===== src/rtl/lemming_world_pkg.sv =====
// Shared definitions for the lemming walker and its environment model:
// default terrain/timing parameters and the walker state encodings.
package lemming_pkg;

  localparam int W_DEFAULT           = 16;
  localparam int DIG_CYCLES_DEFAULT  = 4;
  localparam int FALL_CYCLES_DEFAULT = 3;

  typedef enum logic [2:0] {
    WALK_LEFT  = 3'd0,
    WALK_RIGHT = 3'd1,
    FALL_LEFT  = 3'd2,
    FALL_RIGHT = 3'd3,
    DIG_LEFT   = 3'd4,
    DIG_RIGHT  = 3'd5,
    SPLAT      = 3'd6
  } walker_state_e;

endpackage


===== src/rtl/lemming_world_cycle_counter.sv =====
// Counts consecutive enabled cycles and pulses tc_o on the cycle that
// completes a run of LEN, wrapping back to zero. Clear has priority.
import lemming_pkg::*;

module lemming_cycle_counter #(
  parameter int LEN = 4
) (
  input  logic clk,
  input  logic areset,
  input  logic enable_i,
  input  logic clear_i,
  output logic tc_o
);

  localparam int CW = (LEN > 1) ? $clog2(LEN) : 1;
  localparam logic [CW-1:0] LAST = CW'(LEN - 1);

  logic [CW-1:0] count_q, count_d;

  assign tc_o = enable_i && !clear_i && (count_q == LAST);

  // Next count: clear wins, otherwise advance while enabled and wrap at the end of a run.
  always_comb begin
    count_d = count_q;
    if (clear_i) begin
      count_d = '0;
    end else if (enable_i) begin
      count_d = (count_q == LAST) ? '0 : count_q + CW'(1);
    end
  end

  // Count register, cleared immediately by the asynchronous reset.
  always_ff @(posedge clk or posedge areset) begin
    if (areset) begin
      count_q <= '0;
    end else begin
      count_q <= count_d;
    end
  end

endmodule


===== src/rtl/lemming_world.sv =====
// Environment model closing the loop around the lemming walker: holds the
// terrain and lemming column, moves/digs/fills from the walker outputs and
// presents registered (Moore) sensor outputs back to it.
import lemming_pkg::*;

module lemming_world #(
  parameter  int W           = W_DEFAULT,
  parameter  int DIG_CYCLES  = DIG_CYCLES_DEFAULT,
  parameter  int FALL_CYCLES = FALL_CYCLES_DEFAULT,
  localparam int PW          = $clog2(W)
) (
  input  logic          clk,
  input  logic          areset,
  input  logic          load,
  input  logic [PW-1:0] load_pos,
  input  logic [W-1:0]  load_holes,
  input  logic [W-1:0]  load_walls,
  input  logic          walk_left,
  input  logic          walk_right,
  input  logic          aaah,
  input  logic          digging,
  output logic          ground,
  output logic          bump_left,
  output logic          bump_right,
  output logic [PW-1:0] pos,
  output logic [W-1:0]  holes
);

  localparam logic [PW-1:0] LAST_COL = PW'(W - 1);

  logic [PW-1:0] pos_q, pos_d;
  logic [W-1:0]  holes_q, holes_d;
  logic [W-1:0]  walls_q, walls_d;

  logic digEnable, digClear, digDone;
  logic fallEnable, fallClear, fallDone;

  // Sensors depend only on registered state so the walker sees no combinational path.
  assign ground     = ~holes_q[pos_q];
  assign bump_left  = (pos_q == '0) || walls_q[pos_q - PW'(1)];
  assign bump_right = (pos_q == LAST_COL) || walls_q[pos_q];
  assign pos        = pos_q;
  assign holes      = holes_q;

  // Digging only counts while standing on ground; stopping the dig restarts the run.
  assign digEnable  = !load && digging && ground;
  assign digClear   = load || !digging;

  // Falling only counts while airborne; leaving the fall restarts the run.
  assign fallEnable = !load && aaah && !ground;
  assign fallClear  = load || !aaah;

  lemming_cycle_counter #(.LEN(DIG_CYCLES)) u_digCounter (
    .clk      (clk),
    .areset   (areset),
    .enable_i (digEnable),
    .clear_i  (digClear),
    .tc_o     (digDone)
  );

  lemming_cycle_counter #(.LEN(FALL_CYCLES)) u_fallCounter (
    .clk      (clk),
    .areset   (areset),
    .enable_i (fallEnable),
    .clear_i  (fallClear),
    .tc_o     (fallDone)
  );

  // Next terrain/position: a load replaces everything, otherwise move, dig and fill independently.
  always_comb begin
    pos_d   = pos_q;
    holes_d = holes_q;
    walls_d = walls_q;
    if (load) begin
      pos_d   = load_pos;
      holes_d = load_holes;
      walls_d = load_walls;
    end else begin
      if (walk_left && !walk_right && ground && !bump_left) begin
        pos_d = pos_q - PW'(1);
      end else if (walk_right && !walk_left && ground && !bump_right) begin
        pos_d = pos_q + PW'(1);
      end
      if (digDone) begin
        holes_d[pos_q] = 1'b1;
      end
      if (fallDone) begin
        holes_d[pos_q] = 1'b0;
      end
    end
  end

  // World state registers; reset leaves a flat, wall-free terrain with the lemming at column 0.
  always_ff @(posedge clk or posedge areset) begin
    if (areset) begin
      pos_q   <= '0;
      holes_q <= '0;
      walls_q <= '0;
    end else begin
      pos_q   <= pos_d;
      holes_q <= holes_d;
      walls_q <= walls_d;
    end
  end

endmodule


===== config.mk =====
export PLATFORM = sky130hd
export DESIGN_NAME = lemming_world
export DESIGN_NICKNAME = d
export VERILOG_FILES = /design/src/rtl/lemming_world_pkg.sv /design/src/rtl/lemming_world_cycle_counter.sv /design/src/rtl/lemming_world.sv
export SDC_FILE = /design/constraint.sdc
export NUM_CORES = 1
export LEC_CHECK = 0
export BUFFER_PORTS_ARGS = -buffer_cell sky130_fd_sc_hd__clkbuf_2
export CAP_MARGIN = 0
export CORE_MARGIN = 5
export CORE_UTILIZATION = 45
export DETAILED_ROUTE_END_ITERATION = 10
export PLACE_DENSITY_LB_ADDON = 0.1
export SLEW_MARGIN = 20
export SYNTH_ARGS = -nofsm -noshare
export SYNTH_HDL_FRONTEND = slang
export SYNTH_SLANG_ARGS = --single-unit

===== constraint.sdc =====
create_clock -name clk -period 8.51 [get_ports clk]
set_input_delay 1.702 -clock clk [delete_from_list [all_inputs] [get_ports clk]]
set_output_delay 1.702 -clock clk [all_outputs]
set_load 0.005 [all_outputs]

==> results of run 1 <==
-- critical path, cell delays in order, from the launching register on --
cell      delay [ns]
dfrtp_1         0.90
inv_1           0.27
ha_1            0.52
mux4_2          0.52
and3_1          0.18
a2111o_1        0.45
and2_1          0.19
clkbuf_2        0.11
-- worst max path at each step --
stage	startpoint	to	slack (ns)	cells past startpoint
2_1_floorplan	pos[1]$_DFFE_PP0P_	bump_left	4.25	8
5_1_grt	pos[0]$_DFFE_PP0P_	bump_left	3.12	7
3_5_place_dp	pos[0]$_DFFE_PP0P_	bump_left	3.66	7
4_1_cts	pos[0]$_DFFE_PP0P_	bump_left	3.33	7
3_3_place_gp	pos[0]$_DFFE_PP0P_	bump_left	3.76	7
6_report	pos[0]$_DFFE_PP0P_	bump_left	3.37	7
-- cell usage in the layout (no fill, tap or decap), drive strengths merged, types with 2 or more instances in the layout --
cell | synthesis | final
and2 | 4 | 4
o31ai | 12 | 12
o21a | 4 | 4
clkbuf | 8 | 71
nor2 | 12 | 12
o21ai | 7 | 7
mux4 | 10 | 10
buf | 9 | 2
nand3 | 4 | 4
a22oi | 2 | 2
inv | 6 | 6
nand2b | 3 | 3
a21oi | 18 | 18
a21boi | 2 | 2
a31oi | 4 | 4
mux2 | 18 | 18
nand2 | 26 | 26
dfrtp | 40 | 40
o211ai | 3 | 3
xnor2 | 2 | 2
nor3b | 2 | 2
o22ai | 2 | 2
mux2i | 6 | 6
a22o | 2 | 2
ha | 6 | 6
nor3 | 4 | 4
nor2b | 4 | 4
and3 | 8 | 8
a21o | 3 | 3
-- metrics by stage --
step                      utilization  power [W]  cell area (um2)
after floorplan                     -   0.000476             2530
after global placement          0.526   0.000551             2880
after detailed placement        0.526   0.000558             2880
after CTS                       0.540   0.000679             2960
after global routing            0.540   0.000722             2960
final                           0.540   0.000672             2960
-- flip-flops by register name, summed over array words and instances (netlist names) --
register / count
walls_q: 16
u_fallCounter.count_q: 2
pos: 4
holes: 16
u_digCounter.count_q: 2
-- cell families after synthesis --
kind of cell / count (synthesis) / share of synthesized area
AO/OA/AOI/OAI: 64 / 0.176
AND/OR/NAND/NOR: 73 / 0.154
XOR/XNOR: 2 / 0.00692
flip-flops: 40 / 0.395
multiplexers: 34 / 0.196
adder cells (fa/ha/maj): 6 / 0.0296
buffers and inverters: 23 / 0.0420
-- per-layer routing --
layer	global-route usage	vias up	wire length, um
li1	-	1011	-
met1	0.246	1039	2790
met2	0.313	71	3160
met3	0.0495	15	415
met4	0.0676	0	181
met5	0	-	0
-- layout make-up --
cell class / instances / share of cell area
clock inverters: 1 / 0.00169
repair buffers: 67 / 0.115
well taps: 72 / 0.0305
clock buffers: 6 / 0.0245
flip-flops and latches: 40 / 0.339
multi-input cells: 179 / 0.482
inverters: 6 / 0.00762
-- power by group through the flow --
| stage | Combinational, W | Sequential, W | Clock, W |
|---|---|---|---|
| final | 0.000286 | 0.000267 | 0.000119 |
| after global routing | 0.000316 | 0.000274 | 0.000132 |
| after CTS | 0.000288 | 0.000267 | 0.000124 |
| after detailed placement | 0.000287 | 0.000270 | 0 |
| after global placement | 0.000282 | 0.000268 | 0 |
| after floorplan | 0.000240 | 0.000236 | 0 |
==> metrics.yaml, run 1 <==
synth-edff-count: 0
final_cells: 371
max_cap_viol_count: 0
n_antenna_cell: 0
antenna_found_initial: 0
setup_slack_ns: 3.37
first_pass_iters: 4
yosysMostFrequentCell: "dfrtp_1"
fin_worst_skew_ns: 0.00646
clk_latency_ns: 0.29
syn_nets: 291
post_cts_buffers: 0
fmax_ghz: 0.195
period_needed_ns: 5.14
synth_cell_types: 47
cts_buffers: 5
pwr-share-comb: 0.426
min-delay-start: "u_digCounter.count_q[1]$_DFFE_PP0P_"
dp_slack_ns: 3.66
grt_pass1_wl_um: 11200
cts_resized: 0
max_slew_margin: 0.439
status: "completed"
ys_seq_area_frac: 0.395
synth-seq-cells: 40
num_rows: 27
p_leak_nw: 1.36
multi_input_area_um2: 1430
yosysWarnings: 0
avgViaCountPerCell: 5.76
wl_um: 6550
io-pin-count: 66
path_max_fanout: 21
core_um2: 5470
final-max-slew-violation-count: 0
synth_top_area_frac: 0.395
grt.overflow.total: 0
postSynthAreaPerCell_um2: 10.5
worst_slew_pin_slew_ns: 0.842
setup_tns_ns: 0
r2r_setup_slack_ns: 5.00
seq_area_um2: 1000
grt_pass1_vias: 2204
fp.dieW_um: 85.0
vias: 2136
die_h_um: 85.0
p_per_area_nw_per_um2: 227
nNetsFinal: 348
placed_cells_incl_taps: 364
ir_drop_mv: 0.107
synthTopCellsByCount: "dfrtp_1, nand2_1, a21oi_1, mux2_2, nor2_1"
grt_usage: 0.192
syn-instance-count: 242
path_class: "reg -> out"
setup_viol: 0
drc: 0
drtIter0Drc: 112
holdPathStages: 2
start_util: 0.463
hold_violations: 0
cts_hold_buf: 0
cts_max_level: 2
grt_max_degree: 51
rsz0062_at_grt: "false"
finalCritPeriodShare: 0.604
p_int_w: 0.000409
syn_area_um2: 2530
holdPathEnd: "u_digCounter.count_q[1]$_DFFE_PP0P_"
detailed_place_hpwl_um: 4940
r2r_cells: 7
netSwitchingFraction: 0.391
fp.dieArea_um2: 7230
clock_path_buffers: 2
drive_gt1_frac: 0.355
clock_sinks: 40
p_switching_w: 0.000263
routabilityCongestion: 0.832
finalHoldWorstSlack_ns: 0.532
yosysTopAreaCell: "dfrtp_1"
fillCellCount: 540
synth_flop_cell: "dfrtp_1"
synth_area_leaders: "dfrtp_1, mux2_2, mux4_2"
cts_tree: "built"
area_growth_pct: 16.7
r2r-end: "pos[3]$_DFFE_PP0P_"
required_ns: 6.81
p_clk_frac: 0.177
hold_path.class: "reg -> reg"
numPortBuffers: 65
path_clk_slew_ns: 0.07
startpoint_type: "flop"
r2r-start: "pos[0]$_DFFE_PP0P_"
worst-endpoint-arrival_ns: 3.44
crit_path_end_kind: "output pin"
async_reset_ff_frac: 1.00
ant_nets: 0
clockRootBuffer: "clkbuf_8"
power_frac_seq: 0.397
wire_per_inst_um: 17.6
Note: power is estimated with default switching activity, not from simulation.
==> run 2, diff against run 1 <==
- ABC_AREA: not set -> 1
- clock period: 8.51 -> 4.8 ns (I/O delays scaled with it)
==> run 2 against run 1 <==
Against the previous run: worst setup slack got worse by 1.9 ns; sequential share of layout area is 2.6 points lower; critical path depth increased by 1; power rose by 140%; clock skew rose by 0.0033 ns; clock-buffer cell count up 2; global-route usage up 0.14 points; core utilization down 0.20 points; design area is 8.4% higher; die area rose by 8.3%.
==> metrics.yaml, run 2 <==
dpl-instance-area_um2: 3120
syn-instance-count: 436
synth_mux_area_frac: 0
detailed_place_hpwl_um: 5270
yosysWarnings: 0
post_cts_buffers: 0
synth_cell_types: 22
period_needed_ns: 3.29
wl_um: 6970
async_reset_ff_frac: 1.00
postSynthAreaPerCell_um2: 6.36
final_common_cell: "nand2_1"
synthTopCellsByCount: "nand2_1, nand3_1, inv_1, dfrtp_1, nor2_1"
grt_pass1_wl_um: 12100
finalCritPeriodShare: 0.686
yosys.area_share.simple: 0.438
fp.dieW_um: 88.5
setup_tns_ns: 0
final_area_um2: 3210
grt_pass1_vias: 2676
synth_flop_cell: "dfrtp_1"
routabilityCongestion: 0.916
drc: 0
cts_max_level: 2
drive_gt1_frac: 0.172
rsz0062_at_grt: "false"
hold_violations: 0
clk_latency_ns: 0.29
required_ns: 3.84
fmax_ghz: 0.304
antenna_found_initial: 0
io-pin-count: 66
clock_path_buffers: 2
synth_top_area_frac: 0.361
n_antenna_cell: 0
drtIter0Drc: 168
syn_nets: 485
worst-endpoint-arrival_ns: 2.33
fillCellCount: 641
max_cap_viol_count: 0
setup_viol: 0
crit_path_end_kind: "output pin"
synth-xor-area-share: 0.0158
start_util: 0.465
ir_drop_mv: 0.285
wire_per_inst_um: 12.2
finalHoldWorstSlack_ns: 0.506
path_max_fanout: 14
synth_top_family_by_area: "simple AND/OR/NAND/NOR gates"
synth_compound_area_frac: 0.0415
first_pass_iters: 5
core_um2: 5960
numPortBuffers: 65
grt_max_degree: 50
seq_area_um2: 1000
die_h_um: 88.5
p_leak_nw: 1.82
path_clk_slew_ns: 0.08
hold_path.class: "reg -> reg"
final_cell_mix: "nand2_1, nand3_1, clkbuf_2"
cts_buffers: 5
synth-seq-cells: 40
num_rows: 28
startpoint_type: "flop"
status: "completed"
synthAdderAreaFrac: 0.0271
final-max-slew-violation-count: 0
synth_area_leaders: "dfrtp_1, nand2_1, nand3_1"
yosysTopAreaCell: "dfrtp_1"
ys_seq_area_frac: 0.361
worst_slew_pin_slew_ns: 0.997
clockRootBuffer: "clkbuf_8"
synth-edff-count: 0
clock_sinks: 40
cts_tree: "built"
multi_input_area_um2: 1450
fp.dieArea_um2: 7830
vias: 2752
final_util: 0.538
grt_usage: 0.193
p_per_area_nw_per_um2: 502
ant_nets: 0
syn_area_um2: 2770
cts_hold_buf: 0
avgViaCountPerCell: 4.84
fin_worst_skew_ns: 0.00974
path_class: "reg -> out"
grt.overflow.total: 0
cts_resized: 0
area_growth_pct: 15.7
yosysMostFrequentCell: "nand2_1"
nNetsFinal: 542
max_slew_margin: 0.333
[run 2: cell count changes after synthesis, moves of 18 or more]
cell,change
mux2_2,-18
inv_1,+50
nand2_1,+145
nand3_1,+73
nor2_1,+18
a21oi_1,-18
[run 2: critical path: stages (launching register included)]
cell and delay, ns:
dfrtp_1 0.66, inv_2 0.22, ha_1 0.45, inv_1 0.14, nand3_1 0.12, nand3_1 0.09, nand3_1 0.11, nand3_1 0.11
clkbuf_2 0.14
[run 2: power by group]
part           internal [W]  leakage, nW  switching (W)  total (W)
Sequential         0.000387        0.491      0.0000621   0.000449
Clock              0.000117       0.0455       0.000114   0.000231
Combinational      0.000316         1.29       0.000611   0.000928
[run 2: metal layers]
| metal | wire [um] | global-route usage | up-vias |
|---|---|---|---|
| met4 | 56 | 0.0453 | 0 |
| li1 | - | - | 1454 |
| met5 | 0 | 0 | - |
| met1 | 3320 | 0.269 | 1222 |
| met2 | 3160 | 0.305 | 72 |
| met3 | 434 | 0.0456 | 4 |
[run 2: per-stage QoR]
step | total power, W | std cells | setup WS, ns
after floorplan | 0.00115 | 436 | 2.21
after global placement | 0.00136 | 561 | 1.99
after detailed placement | 0.00138 | 561 | 1.85
after CTS | 0.00161 | 569 | 1.52
after global routing | 0.00177 | 569 | 1.32
final | 0.00161 | 569 | 1.51
[run 2: cell families (layout without fill, tap and decap cells)]
family | count (synthesis) | count (layout)
XOR/XNOR | 5 | 5
buffers and inverters | 78 | 136
AND/OR/NAND/NOR | 285 | 285
flip-flops | 40 | 40
adder cells (fa/ha/maj) | 6 | 6
AO/OA/AOI/OAI | 22 | 22
[run 2: area by class of cell]
cell class	count	share of cell area
sequential	40	0.312
clock buffer	8	0.0281
timing repair buffer	68	0.109
inverter	60	0.0703
multi-input combinational	318	0.452
tap	75	0.0293
[run 2: worst paths after layout]
| path | start | to | slack, ns | cells after the start |
|---|---|---|---|---|
| max in group asynchronous | areset | u_digCounter.count_q[1]$_DFFE_PP0P_ | 3.67 | 3 |
| min | u_digCounter.count_q[0]$_DFFE_PP0P_ | u_digCounter.count_q[0]$_DFFE_PP0P_ | 0.51 | 1 |
| max | pos[1]$_DFFE_PP0P_ | bump_left | 1.51 | 8 |
| min in group asynchronous | areset | holes[13]$_DFF_PP0_ | 0.77 | 3 |
| max reg2reg | pos[1]$_DFFE_PP0P_ | pos[1]$_DFFE_PP0P_ | 2.27 | 12 |
| min reg2reg | u_digCounter.count_q[0]$_DFFE_PP0P_ | u_digCounter.count_q[0]$_DFFE_PP0P_ | 0.51 | 1 |
